**config.mk**
```make
export PLATFORM = sky130hd
export DESIGN_NAME = alu_issue_stage_flat
export DESIGN_NICKNAME = d
export VERILOG_FILES = /design/src/rtl/alu_issue_stage_if.sv /design/src/rtl/alu_issue_stage.sv /design/src/flat_wrapper.sv
export SDC_FILE = /design/constraint.sdc
export NUM_CORES = 1
export LEC_CHECK = 0
export BUFFER_PORTS_ARGS = -buffer_cell sky130_fd_sc_hd__buf_4
export CORE_UTILIZATION = 49
export CTS_BUF_LIST = sky130_fd_sc_hd__clkbuf_2
export DETAILED_ROUTE_END_ITERATION = 8
export GPL_ROUTABILITY_DRIVEN = 1
export PLACE_DENSITY = 0.79
export SETUP_SLACK_MARGIN = 0.2
export SLEW_MARGIN = 20
export SYNTH_ARGS = -nofsm -noshare
export SYNTH_HDL_FRONTEND = slang
export SYNTH_SLANG_ARGS = --single-unit
```
**constraint.sdc**
```tcl
create_clock -name in_clk -period 4.4 [get_ports in_clk]
set_input_delay 0.66 -clock in_clk [delete_from_list [all_inputs] [get_ports in_clk]]
set_output_delay 0.66 -clock in_clk [all_outputs]
set_load 0.02 [all_outputs]
```
**src/rtl/alu_issue_stage_if.sv**
```systemverilog
// Issue-stage bus: decode-side handshake in, ALU-side operands out.
interface alu_issue_stage_if #(
    parameter int unsigned XLEN = 32
);
    logic            in_dec_valid;
    logic            out_dec_ready;
    logic [31:0]     in_instr;
    logic [XLEN-1:0] in_pc;
    logic [XLEN-1:0] in_rs1_val;
    logic [XLEN-1:0] in_rs2_val;
    logic            out_alu_valid;
    logic            in_alu_ready;
    logic [XLEN-1:0] out_data1;
    logic [XLEN-1:0] out_data2;
    logic [3:0]      out_select;
    logic [4:0]      out_rd;
    logic            out_illegal;

    // Upstream/downstream environment view.
    modport master (
        output in_dec_valid, in_instr, in_pc, in_rs1_val, in_rs2_val, in_alu_ready,
        input  out_dec_ready, out_alu_valid, out_data1, out_data2, out_select, out_rd,
               out_illegal
    );

    // Issue-stage view.
    modport slave (
        input  in_dec_valid, in_instr, in_pc, in_rs1_val, in_rs2_val, in_alu_ready,
        output out_dec_ready, out_alu_valid, out_data1, out_data2, out_select, out_rd,
               out_illegal
    );
endinterface

```
**src/rtl/alu_issue_stage.sv**
```systemverilog
// ALU issue stage: decodes OP/OP-IMM/LUI/AUIPC into ALU operands and select,
// buffered in a main + skid elastic buffer toward execute.
module alu_issue_stage #(
    parameter int unsigned XLEN         = 32,  // only 32 is supported
    parameter bit          ILLEGAL_PASS = 1'b1
) (
    input logic               in_clk,
    input logic               in_reset,
    alu_issue_stage_if.slave  bus
);
    localparam logic [6:0] OpcOp    = 7'b0110011;
    localparam logic [6:0] OpcOpImm = 7'b0010011;
    localparam logic [6:0] OpcLui   = 7'b0110111;
    localparam logic [6:0] OpcAuipc = 7'b0010111;

    typedef struct packed {
        logic [XLEN-1:0] data1;
        logic [XLEN-1:0] data2;
        logic [3:0]      sel;
        logic [4:0]      rd;
        logic            ill;
    } entry_t;

    entry_t main_q, main_d, skid_q, skid_d;
    logic   main_valid_q, main_valid_d;
    logic   skid_valid_q, skid_valid_d;
    entry_t dec;
    logic   legal;

    logic [6:0] opcode;
    logic [2:0] funct3;
    logic [6:0] funct7;
    logic       accept, drain, push;

    assign opcode = bus.in_instr[6:0];
    assign funct3 = bus.in_instr[14:12];
    assign funct7 = bus.in_instr[31:25];

    // Decode the offered instruction into a buffer entry.
    always_comb begin
        dec   = '0;
        legal = 1'b0;
        unique case (opcode)
            OpcOp: begin
                dec.data1 = bus.in_rs1_val;
                dec.data2 = bus.in_rs2_val;
                dec.sel   = {funct3, funct7[5]};
                legal     = (funct7 == 7'b0000000) ||
                            (funct7 == 7'b0100000 && (funct3 == 3'b000 || funct3 == 3'b101));
            end
            OpcOpImm: begin
                dec.data1 = bus.in_rs1_val;
                if (funct3 == 3'b001 || funct3 == 3'b101) begin
                    // Shifts: shamt zero-extended, instr[30] picks SRA.
                    dec.data2 = {27'b0, bus.in_instr[24:20]};
                    dec.sel   = {funct3, bus.in_instr[30]};
                    legal     = (funct7 == 7'b0000000) ||
                                (funct7 == 7'b0100000 && funct3 == 3'b101);
                end else begin
                    // instr[30] is immediate data here, so ADDI never becomes SUB.
                    dec.data2 = {{20{bus.in_instr[31]}}, bus.in_instr[31:20]};
                    dec.sel   = {funct3, 1'b0};
                    legal     = 1'b1;
                end
            end
            OpcLui: begin
                dec.data1 = '0;
                dec.data2 = {bus.in_instr[31:12], 12'b0};
                dec.sel   = 4'b0000;
                legal     = 1'b1;
            end
            OpcAuipc: begin
                dec.data1 = bus.in_pc;
                dec.data2 = {bus.in_instr[31:12], 12'b0};
                dec.sel   = 4'b0000;
                legal     = 1'b1;
            end
            default: legal = 1'b0;
        endcase
        if (legal) begin
            dec.rd  = bus.in_instr[11:7];
            dec.ill = 1'b0;
        end else begin
            dec     = '0;
            dec.ill = 1'b1;
        end
    end

    assign accept = bus.in_dec_valid && bus.out_dec_ready;
    assign drain  = main_valid_q && bus.in_alu_ready;
    // Dropped illegal instructions are accepted but never stored.
    assign push   = accept && (legal || ILLEGAL_PASS);

    // Elastic buffer next state: skid refills main on drain, accept lands in the free slot.
    always_comb begin
        main_d       = main_q;
        skid_d       = skid_q;
        main_valid_d = main_valid_q;
        skid_valid_d = skid_valid_q;
        if (drain) begin
            if (skid_valid_q) begin
                // Ready was low, so no accept can coincide with this.
                main_d       = skid_q;
                skid_valid_d = 1'b0;
            end else if (push) begin
                main_d = dec;
            end else begin
                main_valid_d = 1'b0;
            end
        end else if (push) begin
            if (main_valid_q) begin
                skid_d       = dec;
                skid_valid_d = 1'b1;
            end else begin
                main_d       = dec;
                main_valid_d = 1'b1;
            end
        end
    end

    // Buffer state registers with asynchronous clear.
    always_ff @(posedge in_clk or posedge in_reset) begin
        if (in_reset) begin
            main_q       <= '0;
            skid_q       <= '0;
            main_valid_q <= 1'b0;
            skid_valid_q <= 1'b0;
        end else begin
            main_q       <= main_d;
            skid_q       <= skid_d;
            main_valid_q <= main_valid_d;
            skid_valid_q <= skid_valid_d;
        end
    end

    assign bus.out_dec_ready = ~skid_valid_q;
    assign bus.out_alu_valid = main_valid_q;
    assign bus.out_data1     = main_q.data1;
    assign bus.out_data2     = main_q.data2;
    assign bus.out_select    = main_q.sel;
    assign bus.out_rd        = main_q.rd;
    assign bus.out_illegal   = main_q.ill;
endmodule
```
**src/flat_wrapper.sv**
```systemverilog
// flat-port wrapper written by rule: the top's interface ports become plain ports
module alu_issue_stage_flat 
#(
    parameter int unsigned XLEN         = 32,                         
    parameter bit          ILLEGAL_PASS = 1'b1
)
  (in_clk, in_reset, bus_in_dec_valid, bus_in_instr, bus_in_pc, bus_in_rs1_val, bus_in_rs2_val, bus_in_alu_ready, bus_out_dec_ready, bus_out_alu_valid, bus_out_data1, bus_out_data2, bus_out_select, bus_out_rd, bus_out_illegal);
  alu_issue_stage_if #(.XLEN(XLEN)) bus_i ();
  input logic in_clk;
  input logic in_reset;
  input wire logic [$bits(bus_i.in_dec_valid)-1:0] bus_in_dec_valid;
  input wire logic [$bits(bus_i.in_instr)-1:0] bus_in_instr;
  input wire logic [$bits(bus_i.in_pc)-1:0] bus_in_pc;
  input wire logic [$bits(bus_i.in_rs1_val)-1:0] bus_in_rs1_val;
  input wire logic [$bits(bus_i.in_rs2_val)-1:0] bus_in_rs2_val;
  input wire logic [$bits(bus_i.in_alu_ready)-1:0] bus_in_alu_ready;
  output wire logic [$bits(bus_i.out_dec_ready)-1:0] bus_out_dec_ready;
  output wire logic [$bits(bus_i.out_alu_valid)-1:0] bus_out_alu_valid;
  output wire logic [$bits(bus_i.out_data1)-1:0] bus_out_data1;
  output wire logic [$bits(bus_i.out_data2)-1:0] bus_out_data2;
  output wire logic [$bits(bus_i.out_select)-1:0] bus_out_select;
  output wire logic [$bits(bus_i.out_rd)-1:0] bus_out_rd;
  output wire logic [$bits(bus_i.out_illegal)-1:0] bus_out_illegal;
  assign bus_i.in_dec_valid = bus_in_dec_valid;
  assign bus_i.in_instr = bus_in_instr;
  assign bus_i.in_pc = bus_in_pc;
  assign bus_i.in_rs1_val = bus_in_rs1_val;
  assign bus_i.in_rs2_val = bus_in_rs2_val;
  assign bus_i.in_alu_ready = bus_in_alu_ready;
  assign bus_out_dec_ready = bus_i.out_dec_ready;
  assign bus_out_alu_valid = bus_i.out_alu_valid;
  assign bus_out_data1 = bus_i.out_data1;
  assign bus_out_data2 = bus_i.out_data2;
  assign bus_out_select = bus_i.out_select;
  assign bus_out_rd = bus_i.out_rd;
  assign bus_out_illegal = bus_i.out_illegal;
  alu_issue_stage #(.XLEN(XLEN), .ILLEGAL_PASS(ILLEGAL_PASS)) u_core (.in_clk(in_clk), .in_reset(in_reset), .bus(bus_i));
endmodule
```
==> impl_metrics.json, run 1 <==
{
  "htree_levels": 4,
  "synth_area_leader_cell": "dfrtp_1",
  "cts_sinks": 150,
  "gp_congestion": 0.838,
  "drive_above_1_share": 0.275,
  "fin_worst_skew_ns": 0.0248,
  "die_x_um": 123,
  "reg2reg_from": "u_core.bus.out_alu_valid",
  "wl_per_cell_um": 17.3,
  "ys_ff_latch": 150,
  "grt_pass1_wl_um": 31500,
  "period_share": 0.552,
  "area_delta_synth_final_pct": 25.5,
  "hp-class": "in2async",
  "syn_nets": 901,
  "n_fill_cell": 1218,
  "clk_latency_ns": 0.72,
  "cts_inserted_buffers": 17,
  "nNetsFinal": 1073,
  "synth_flop_cell": "dfrtp_1",
  "slew_headroom": 0.355,
  "grt_antenna_before_repair": 1,
  "rr_worst_depth": 4,
  "end_kind": "flop",
  "vias": 6484,
  "port-buffer-count": 207,
  "cpPeakStageDelay_ns": 0.62,
  "period_needed_ns": 2.43,
  "ant_nets": 0,
  "critPathSlowestCell": "nand3_4",
  "peakVddDrop_uv": 194,
  "path_max_fanout": 66,
  "arrival_ns": 3.04,
  "status": "complete, no violations",
  "cap_violations": 0,
  "rows": 43,
  "syn_area_um2": 7120,
  "viasPerCell": 5.71,
  "yosysTopAreaCellShare": 0.527,
  "drc": 0,
  "grt_pass1_vias": 6110,
  "tritoncts": "done",
  "synth_cell_types": 38,
  "syn_avg_cell_area_um2": 9.26,
  "fp.dieArea_um2": 15000,
  "hold_buffers": 0,
  "synth_edf_count": 0,
  "setup_viol": 0,
  "die_y_um": 123,
  "hold_violations": 0,
  "synthesis.instances": 769,
  "post-place-cells": 1102,
  "crit_chain": "nor2b_1, nand3_4, buf_4, o31ai_1",
  "final_cells": 1135,
  "setup_ws_ns": 1.97,
  "netlist_top_cells_area": "dfrtp_1 53%, nand2_1 9.0%, o21ai_0 7.9%, a22oi_1 7.7%, o31ai_1 6.2%",
  "rsz0062_at_grt": "no",
  "dpl.hpwl_um": 13400,
  "required_ns": 5.01,
  "power.total_mw": 2.99,
  "pre_cts_ws_ns": 1.41,
  "crit_family": "simple AND/OR/NAND/NOR gates",
  "cts_buffer_depth": 2,
  "io_pins": 208,
  "grt_usage": 0.275,
  "synth_commonest_cells": "171 x nand2_1, 150 x dfrtp_1, 113 x o21ai_0",
  "finalMaxSlewViolations": 0,
  "fmax_ghz": 0.412,
  "postCtsSetupBuffers": 0,
  "firstDrtPassIters": 5,
  "r2r_slack_ns": 1.97,
  "leakagePower_nw": 4.26,
  "setup_tns_ns": 0,
  "async_reset_ff_frac": 1.00,
  "path_class": "reg2reg",
  "power_density_nw_per_um2": 334,
  "path_buf_inv": 1,
  "worst_slew_pin_slew_ns": 0.967,
  "core_area_um2": 14000,
  "grt_overflow_total": 0,
  "ys_warn_count": 0,
  "clkTransAtPathRegs_ns": 0.21,
  "critPathLaunchType": "flop",
  "start_util": 0.507,
  "drtIter0Drc": 600,
  "synth_most_common_cell": "nand2_1",
  "yosysSeqAreaShare": 0.527,
  "root_buffer": "clkbuf_2",
  "grt_max_degree": 76,
  "rr_endpoint": "u_core.skid_q[11]",
  "cts-resized-gates": 0,
  "routed_wl_um": 19700
}
cells by family after synthesis:
logic type | Yosys count | synth area share
DFF | 150 | 0.527
buffers and inverters | 118 | 0.0685
and+or+nand+nor | 205 | 0.119
AOI/OAI and AO/OA | 291 | 0.279
muxes | 5 | 0.00703
how the worst max path moves through the flow:
| stage | cells after the start | slack (ns) | from | endpoint |
|---|---|---|---|---|
| 2_1_floorplan | 1 | 1.85 | in_reset | u_core.bus.out_alu_valid |
| 3_3_place_gp | 6 | 1.49 | bus_in_instr[28] | u_core.bus.out_data1[24] |
| 3_5_place_dp | 6 | 1.41 | bus_in_instr[28] | u_core.bus.out_data2[19] |
| 4_1_cts | 4 | 1.98 | u_core.bus.out_alu_valid | u_core.skid_q[13] |
| 5_1_grt | 4 | 1.70 | u_core.bus.out_alu_valid | u_core.skid_q[43] |
| 6_report | 4 | 1.97 | u_core.bus.out_alu_valid | u_core.skid_q[11] |
where the power goes:
group / leakage [nW] / switching, mW / internal, mW
registers: 2.08 / 0.0389 / 1.43
clock network: 0.139 / 0.470 / 0.252
logic: 2.04 / 0.561 / 0.238
flip-flops by register name, summed over array words and instances, names as in the netlist:
| register | count |
|---|---|
| u_core.skid_valid_q | 1 |
| u_core.bus.out_rd | 5 |
| u_core.bus.out_select | 4 |
| u_core.bus.out_data2 | 32 |
| u_core.bus.out_alu_valid | 1 |
| u_core.skid_q | 74 |
| u_core.bus.out_data1 | 32 |
| u_core.bus.out_illegal | 1 |
routing by layer:
metal  share of wire  track usage  wire length [um]
met3           0.065       0.0553              1270
met2            0.47        0.415              9190
met4           0.030        0.125               581
met5               0            0                 0
met1            0.44        0.382              8610
cell usage in the layout (no fill, tap or decap), types with 2 or more instances in the layout:
cell | netlist | routed
bufinv_16 | 0 | 2
a221o_1 | 19 | 19
clkinvlp_4 | 0 | 2
a22oi_1 | 73 | 73
clkinv_1 | 0 | 3
nor2b_1 | 5 | 4
o31ai_1 | 59 | 59
inv_1 | 54 | 53
nand2_1 | 171 | 170
nand3_1 | 9 | 8
nand4_1 | 4 | 4
clkinv_2 | 0 | 7
a21oi_1 | 9 | 9
o31ai_2 | 3 | 3
clkbuf_2 | 5 | 19
o21ai_0 | 113 | 113
nor2_1 | 6 | 6
buf_4 | 0 | 216
a32o_1 | 4 | 4
dfrtp_1 | 150 | 150
a21o_1 | 3 | 2
mux2i_1 | 5 | 5
area by class of cell:
class,instances,area [um2],area share
Tap cell,180,225,0.0252
Clock buffer,19,95.1,0.0106
Timing Repair Buffer,217,1640,0.184
Multi-Input combinational cell,501,2900,0.325
Inverter,54,206,0.0231
Antenna cell,1,2.50,0.000280
Clock inverter,13,114,0.0127
Sequential cell,150,3750,0.420
stage by stage:
stage                     utilization  hold WS [ns]  area (um2)
after CTS                       0.637        0.0202        8940
after global placement          0.622         0.453        8730
final                           0.637        0.0368        8940
after detailed placement        0.622         0.458        8730
after global routing            0.637        0.0215        8940
after floorplan                     -         0.439        7130
Power figures use the tool's default switching activity.
==> run 2, diff against run 1 <==
clock period = 2.05 ns   (was 4.4 ns; I/O delays follow)
==> run 2 against run 1 <==
The run now ends with DRC left. Critical path depth up 5. Combinational power rose to 2.8 times the previous value. Die area unchanged. Via count up 14%. First-iteration DRC count up 17%. Largest cell class unchanged. Core utilization up 11 points. Sequential power up 110%. Final cell count up 12%. Non-clock buffer count up 141. Count of clock-buffer cells in the layout down 1. Routed wire length up 19%. Clock skew down 0.0011 ns.
==> impl_metrics.json, run 2 (synthesized netlist as in run 1, its figures left out) <==
{
  "status": "finished with violations",
  "violations": "DRC",
  "routed_wl_um": 23400,
  "crit_chain": "dlygate4sd3_1, buf_4, or4_4, o32ai_4, a31o_4, buf_12, nand2_4, buf_12, o21ai_2",
  "wl_per_cell_um": 18.3,
  "arrival_ns": 2.54,
  "slew_headroom": 0.598,
  "finalMaxSlewViolations": 0,
  "required_ns": 2.70,
  "die_y_um": 123,
  "drc": 1,
  "nNetsFinal": 1214,
  "path_buf_inv": 4,
  "regMostFlops": "u_core.skid_q",
  "final_cell_mix": "233 x buf_4, 170 x nand2_1, 149 x dfrtp_1",
  "leakagePower_nw": 4.92,
  "rows": 43,
  "grt_pass1_wl_um": 36300,
  "grt_antenna_before_repair": 1,
  "worst_slew_pin_slew_ns": 0.603,
  "htree_levels": 4,
  "cts_sinks": 150,
  "area_delta_synth_final_pct": 46.6,
  "die_x_um": 123,
  "period_needed_ns": 1.89,
  "peakVddDrop_uv": 469,
  "port-buffer-count": 207,
  "fmax_ghz": 0.529,
  "critPathLaunchType": "primary input",
  "largest_register_ffs": 74,
  "root_buffer": "clkbuf_2",
  "clkTransAtPathRegs_ns": 0.22,
  "io_pins": 208,
  "cp_common_cell": "buf_12",
  "clk_latency_ns": 0.72,
  "grt_usage": 0.319,
  "dpl.hpwl_um": 14100,
  "drive_above_1_share": 0.267,
  "firstDrtPassIters": 8,
  "viasPerCell": 5.79,
  "rsz0062_at_grt": "yes",
  "critPathSlowestCell": "dlygate4sd3_1",
  "tritoncts": "done",
  "setup_viol": 0,
  "power_density_nw_per_um2": 666,
  "path_class": "in2reg",
  "ant_nets": 0,
  "cpPeakStageDelay_ns": 0.55,
  "vias": 7383,
  "start_util": 0.507,
  "gp_congestion": 0.819,
  "cap_violations": 0,
  "crit_family": "buffers and inverters",
  "hp-class": "in2reg",
  "fp.dieArea_um2": 15000,
  "fin_worst_skew_ns": 0.0237,
  "cts_buffer_depth": 2,
  "fin_area_um2": 10400,
  "cts_inserted_buffers": 17,
  "fin_util": 0.744,
  "grt_overflow_total": 0,
  "drtIter0Drc": 702,
  "pre_cts_ws_ns": -0.107,
  "dpl_cell_area_um2": 9010,
  "hold_violations": 0,
  "grt_pass1_vias": 7328,
  "layout_commonest_cell": "buf_4",
  "core_area_um2": 14000,
  "period_share": 0.922,
  "grt_max_degree": 103,
  "end_kind": "flop",
  "path_max_fanout": 23,
  "setup_ws_ns": 0.160
}
## run 2: area by class of cell
class	instances	area [um2]
Sequential cell	150	3750
Fill cell	970	3600
Timing Repair Buffer	358	3110
Multi-Input combinational cell	501	2940
Tap cell	180	225
Inverter	54	206
Clock inverter	14	116
Clock buffer	18	90.1
Antenna cell	1	2.50
## run 2: path summary, 6_finish.rpt
kind / from / to / slack [ns] / cells after the start
min in group asynchronous: in_reset / u_core.bus.out_data1[8] / 0.27 / 4
setup / recovery: bus_in_instr[29] / u_core.bus.out_data1[16] / 0.16 / 9
max in group asynchronous: in_reset / u_core.bus.out_data1[30] / 1.28 / 4
hold / removal: bus_in_instr[25] / u_core.bus.out_data2[25] / 0.06 / 4
hold reg to reg: u_core.skid_q[12] / u_core.skid_q[12] / 0.51 / 2
setup reg to reg: u_core.bus.out_alu_valid / u_core.skid_q[71] / 0.26 / 6
## run 2: layer usage
layer,vias up,global-route usage,wire length (um)
met2,400,0.497,11300
met3,100,0.0641,1680
met1,3501,0.401,9180
met4,0,0.216,1260
li1,3382,-,-
met5,-,0,0
## run 2: what timing repair did
item,CTS,global route
endpoints found under the setup margin,6,62
buffers inserted,1,0
hold buffers,115,0
hold endpoints to repair,281,0
resized for setup,1,10
gates cloned,0,1
## run 2: power by group
| part | switching, mW | internal (mW) | leakage (nW) |
|---|---|---|---|
| Sequential | 0.0864 | 3.07 | 2.08 |
| Clock | 1.04 | 0.527 | 0.126 |
| Combinational | 1.36 | 0.877 | 2.71 |
## run 2: worst reg2reg max path, stage by stage, from the launching register on
cell     delay [ns]
dfrtp_2        0.49
nor2b_2        0.20
buf_4          0.15
nand3_4        0.09
buf_4          0.47
nand2_1        0.20
o31ai_2        0.10
## run 2: per-stage QoR
stage | total power [mW] | cells | TNS [ns] | hold slack (ns)
after global routing | 7.27 | 1276 | 0 | 0.00530
after floorplan | 4.23 | 769 | -21.97 | 0.394
after global placement | 5.02 | 1126 | -0.147 | 0.460
final | 6.96 | 1276 | 0 | 0.0625
after detailed placement | 5.04 | 1126 | -4.58 | 0.459
after CTS | 6.80 | 1274 | 0 | 0.00175
